## src/rtl/regfile_wb_queue.sv

```systemverilog
// regfile_wb_queue: in-order write-back FIFO driving the register file
// write port from link, load and ALU producers, with a read-side scoreboard.
//
// Ports:
//   clk, rst (sync, active-high), flush   - clock, reset, queue clear
//   wb_en                                 - allow head retire this cycle
//   link_valid/link_pc                    - link write (always to LINK_REG)
//   ld_valid/ld_rd/ld_data                - load write request
//   alu_valid/alu_rd/alu_data             - ALU write request
//   link_ready/ld_ready/alu_ready         - request accepted this cycle
//   RegWr/RW/busW                         - register file write port
//   RA/RB -> hit_a/hit_b, fwd_a/fwd_b     - pending-write lookup
//   count                                 - occupancy
// Optional feature: define WB_BYPASS_EN to return youngest queued data on
// fwd_a/fwd_b; otherwise they are tied to zero.
module regfile_wb_queue #(
    parameter int         DEPTH    = 4,
    parameter logic [4:0] LINK_REG = 5'd31
) (
    input  logic                       clk,
    input  logic                       rst,
    input  logic                       flush,
    input  logic                       wb_en,
    input  logic                       link_valid,
    input  logic [31:0]                link_pc,
    input  logic                       ld_valid,
    input  logic [4:0]                 ld_rd,
    input  logic [31:0]                ld_data,
    input  logic                       alu_valid,
    input  logic [4:0]                 alu_rd,
    input  logic [31:0]                alu_data,
    output logic                       link_ready,
    output logic                       ld_ready,
    output logic                       alu_ready,
    output logic                       RegWr,
    output logic [4:0]                 RW,
    output logic [31:0]                busW,
    input  logic [4:0]                 RA,
    input  logic [4:0]                 RB,
    output logic                       hit_a,
    output logic                       hit_b,
    output logic [31:0]                fwd_a,
    output logic [31:0]                fwd_b,
    output logic [$clog2(DEPTH):0]     count
);

    localparam int AW = $clog2(DEPTH);
    localparam int CW = AW + 1;

    logic [DEPTH-1:0] valid;
    logic [4:0]       rdQ   [DEPTH];
    logic [31:0]      dataQ [DEPTH];
    logic [AW-1:0]    head;
    logic [AW-1:0]    tail;
    logic [CW-1:0]    countQ;

    logic        headValid;
    logic        space;
    logic        grantOk;
    logic        push;
    logic        pop;
    logic [4:0]  pushRd;
    logic [31:0] pushData;
    logic        hitA;
    logic        hitB;

    assign count     = countQ;
    assign headValid = valid[head];
    assign RegWr     = headValid & wb_en & ~flush & ~rst;
    assign RW        = headValid ? rdQ[head] : 5'd0;
    assign busW      = headValid ? dataQ[head] : 32'd0;
    assign pop       = RegWr;

    // A full queue can still accept when the head leaves on the same edge.
    assign space   = (countQ < CW'(DEPTH)) | RegWr;
    assign grantOk = space & ~flush & ~rst;

    assign link_ready = grantOk & link_valid;
    assign ld_ready   = grantOk & ld_valid & ~link_valid;
    assign alu_ready  = grantOk & alu_valid & ~link_valid & ~ld_valid;

    always_comb begin
        pushRd   = 5'd0;
        pushData = 32'd0;
        unique case (1'b1)
            link_ready: begin
                pushRd   = LINK_REG;
                pushData = link_pc;
            end
            ld_ready: begin
                pushRd   = ld_rd;
                pushData = ld_data;
            end
            alu_ready: begin
                pushRd   = alu_rd;
                pushData = alu_data;
            end
            default: ;
        endcase
    end

    // Writes to r0 are acknowledged but never occupy a slot.
    assign push = (link_ready | ld_ready | alu_ready) & (pushRd != 5'd0);

    always_ff @(posedge clk) begin
        if (rst || flush) begin
            head   <= '0;
            tail   <= '0;
            countQ <= '0;
            valid  <= '0;
        end else begin
            if (pop) begin
                valid[head] <= 1'b0;
                head        <= head + AW'(1);
            end
            // Placed after the pop so a same-slot push (full queue) wins.
            if (push) begin
                valid[tail] <= 1'b1;
                tail        <= tail + AW'(1);
            end
            if (push && !pop)
                countQ <= countQ + CW'(1);
            else if (pop && !push)
                countQ <= countQ - CW'(1);
        end
    end

    always_ff @(posedge clk) begin
        if (push) begin
            rdQ[tail]   <= pushRd;
            dataQ[tail] <= pushData;
        end
    end

    always_comb begin
        hitA = 1'b0;
        hitB = 1'b0;
        for (int i = 0; i < DEPTH; i++) begin
            if (valid[i] && rdQ[i] == RA) hitA = 1'b1;
            if (valid[i] && rdQ[i] == RB) hitB = 1'b1;
        end
    end

    assign hit_a = hitA & (RA != 5'd0);
    assign hit_b = hitB & (RB != 5'd0);

`ifdef WB_BYPASS_EN
    logic [31:0]   fwdA;
    logic [31:0]   fwdB;
    logic [AW-1:0] idx;

    // Walk oldest to youngest so the last match is the newest data.
    always_comb begin
        fwdA = 32'd0;
        fwdB = 32'd0;
        idx  = '0;
        for (int i = 0; i < DEPTH; i++) begin
            idx = head + AW'(i);
            if (valid[idx] && rdQ[idx] == RA) fwdA = dataQ[idx];
            if (valid[idx] && rdQ[idx] == RB) fwdB = dataQ[idx];
        end
    end

    assign fwd_a = hit_a ? fwdA : 32'd0;
    assign fwd_b = hit_b ? fwdB : 32'd0;
`else
    assign fwd_a = 32'd0;
    assign fwd_b = 32'd0;
`endif

endmodule

```

## config.mk

```make
export PLATFORM = sky130hd
export DESIGN_NAME = regfile_wb_queue
export DESIGN_NICKNAME = d
export VERILOG_FILES = /design/src/rtl/regfile_wb_queue.sv
export SDC_FILE = /design/constraint.sdc
export NUM_CORES = 1
export LEC_CHECK = 0
export BUFFER_PORTS_ARGS = -buffer_cell sky130_fd_sc_hd__buf_2
export CORE_MARGIN = 1
export CORE_UTILIZATION = 54
export CTS_BUF_LIST = sky130_fd_sc_hd__clkbuf_4
export CTS_CLUSTER_DIAMETER = 100
export CTS_CLUSTER_SIZE = 12
export DETAILED_ROUTE_END_ITERATION = 10
export GPL_ROUTABILITY_DRIVEN = 1
export PLACE_DENSITY = 0.82
export SYNTH_ARGS = -nofsm -noshare
export SYNTH_HDL_FRONTEND = slang
export SYNTH_SLANG_ARGS = --single-unit
```

## constraint.sdc

```tcl
create_clock -name clk -period 3.55 [get_ports clk]
set_input_delay 0.1775 -clock clk [delete_from_list [all_inputs] [get_ports clk]]
set_output_delay 0.1775 -clock clk [all_outputs]
set_load 0.03 [all_outputs]
```

==> results.toml <==
[floorplan]
design.die.area_sq_um = 15500
rows = 44
die_w_microns = 124
ios = 233
die_y_microns = 124
initial_utilization = 0.554
design.core.area_sq_um = 14600

[global_route]
grt.total_usage = 0.245
grt_max_degree = 41
grt_pass1_wl_microns = 28300
grt_pass1_vias = 5179
antenna_found_initial = 0
overflow = 0

[route]
wl_microns = 18800
drtIter0Drc = 400
dr.pass1.iters = 5
ant_nets = 0
drc_errors = 0
wl_per_cell_microns = 20.2
vias_per_cell = 5.71
vias = 5293

[synthesis]
ys_seq_area_frac = 0.582
async_flop_share = 0
ys.flop_type = "edfxtp_1"
synth_area_leader_cell = "edfxtp_1"
synth_top_area_frac = 0.550
syn_avg_cell_area_sq_um = 14.0
synth-seq-cells = 161
synth_edf_count = 148
syn_area_sq_um = 8080
yosys.cell_types.count = 37
yosys_warnings = 0
synthTopCellsByArea = "edfxtp_1 (55%), mux4_2 (11%), buf_4 (5.9%)"
netlist_instances = 577

[final_layout]
syn_to_final_growth_pct = 13.3
finalNetCount = 863
antenna_cells = 0
drive_above_1_share = 0.342

[clocking]
cts.clk_slew.worst_paths_ns = 0.14
clock_latency_ns = 0.56
cts.sinks = 161
htreeDepth = 4
cts_hold_repair.buffers = 4
tritoncts = "yes"
cts_resized = 0
cts_buffer_depth = 2
cts_root_buf = "clkbuf_4"
postCtsSetupBuffers = 0
cts-buffers-inserted = 17

[sta]
maxSlewViolCount = 0
setup_slack_ns = 0.596
max_slew_margin = 0.263
layout_min_cycle_time_ns = 2.95
fin_tns_setup_ns = 0
tightest_slew_ns = 1.10
fmax_mhz = 339
setup_viol = 0
grt_setup_unrepaired = "no"
skew_ns = 0.0253
fin_crit_sh = 0.832
hold_viol_final = 0

[worst_setup_path]
endpoint_kind = "output pin"
arrival_ns = 2.78
r2r_setup_slack_ns = 0.83
r2r_end = "count[2]"
critPathLaunchType = "register"
path_max_fanout = 40
crit_required_ns = 3.37
r2r_start = "head[0]"
path_class = "register to output pin"
r2r_cells = 9

[min_path]
hold_end = "dataQ[0][4]"
hold_start = "link_pc[4]"
hold_depth = 3
hold_path.class = "primary input to register"

[placement]
gp_congestion = 0.881
portBuffers = 168
hpwl_microns = 12400
post-place-ws_ns = 0.802

[power]
leakagePower_nw = 3.49
p_per_area_nw_per_um2 = 428
irDropWorstVdd_mv = 0.271

[status]
outcome = "finished clean"

[job]
maxCapViolCount = 0
==> cell families after synthesis <==
group | after synthesis | share of synthesized area
and+or+nand+nor | 120 | 0.0769
buffers and inverters | 115 | 0.0842
muxes | 42 | 0.111
AOI/OAI and AO/OA | 84 | 0.0814
other | 1 | 0.000464
xor gates and xnor gates | 44 | 0.0477
DFF | 161 | 0.582
adders and majority gates | 10 | 0.0164
==> placed cells by master, fill, tap and decap left out, types with 5 or more instances in the layout <==
master	synthesis	final
buf_4	64	5
conb_1	1	64
xor2_1	34	34
inv_1	8	8
dfxtp_1	13	11
edfxtp_1	148	148
nor2_1	46	46
a221o_1	32	32
o21ai_0	33	33
ha_1	9	9
nand3_1	8	8
xnor2_1	10	10
nor4_1	8	8
buf_2	7	168
and2_1	38	37
mux4_2	38	38
a221oi_1	5	5
nand2_1	6	6
clkbuf_4	0	17
==> worst max path at each step <==
stage / startpoint / end / slack [ns] / cells past startpoint
finish: head[0] / ld_ready / 0.60 / 5
global route: head[0] / alu_ready / 0.49 / 5
CTS: head[0] / ld_ready / 0.59 / 5
detailed placement: ld_valid / count[2] / 0.80 / 10
global placement: ld_valid / count[2] / 0.95 / 10
floorplan: head[0] / dataQ[0][0] / 0.97 / 5
==> worst max-delay path: stages (launching register included) <==
cell and delay, ns:
dfxtp_1 0.55, mux4_2 0.60, a31oi_4 0.22, buf_4 0.48
nor3b_1 0.11, buf_2 0.20
==> metal layers <==
layer | global-route usage | vias to the layer above | part of all wire
met5 | 0 | - | 0
met4 | 0.0773 | 0 | 0.014
met3 | 0.0524 | 25 | 0.083
met2 | 0.409 | 308 | 0.50
met1 | 0.322 | 2607 | 0.41
li1 | - | 2353 | -
==> state kept, by name (all words and copies together) (netlist names), named ones only <==
signal  cells
head        2
count       3
tail        2
dataQ     128
valid       4
rdQ        20
==> final cells by class <==
class	count	area [sq um]
flip-flops and latches	161	4710
inverters	8	30.0
well taps	184	230
clock buffers	17	128
repair buffers	178	938
multi-input cells	364	2940
clock inverters	15	183
fillers	1102	5430
==> cells in the mapped netlist, types with 9 or more instances <==
master and instances:
buf_4 64, clkbuf_1 28, dfxtp_1 13, xnor2_1 10, and2_1 38, xor2_1 34, nor2_1 46, a221o_1 32
o21ai_0 33, ha_1 9, edfxtp_1 148, mux4_2 38
==> report_power, final <==
part / switching [mW] / leakage, nW / internal, mW / total [mW]
Combinational: 0.412 / 1.87 / 0.210 / 0.621
Clock: 0.653 / 0.156 / 0.496 / 1.15
Sequential: 0.0260 / 1.46 / 2.13 / 2.15
Total: 1.09 / 3.49 / 2.83 / 3.92
==> per-stage QoR <==
stage / hold slack [ns] / area [sq um] / power, mW / utilization / instances
global route: 0.0450 / 9160 / 4.05 / 0.628 / 927
detailed placement: 0.517 / 8810 / 2.81 / 0.604 / 891
CTS: 0.0420 / 9160 / 3.93 / 0.628 / 927
finish: 0.0719 / 9160 / 3.92 / 0.628 / 927
global placement: 0.482 / 8810 / 2.79 / 0.604 / 891
floorplan: 0.420 / 8320 / 2.66 / - / 640
Note: power is estimated with default switching activity, not from simulation.
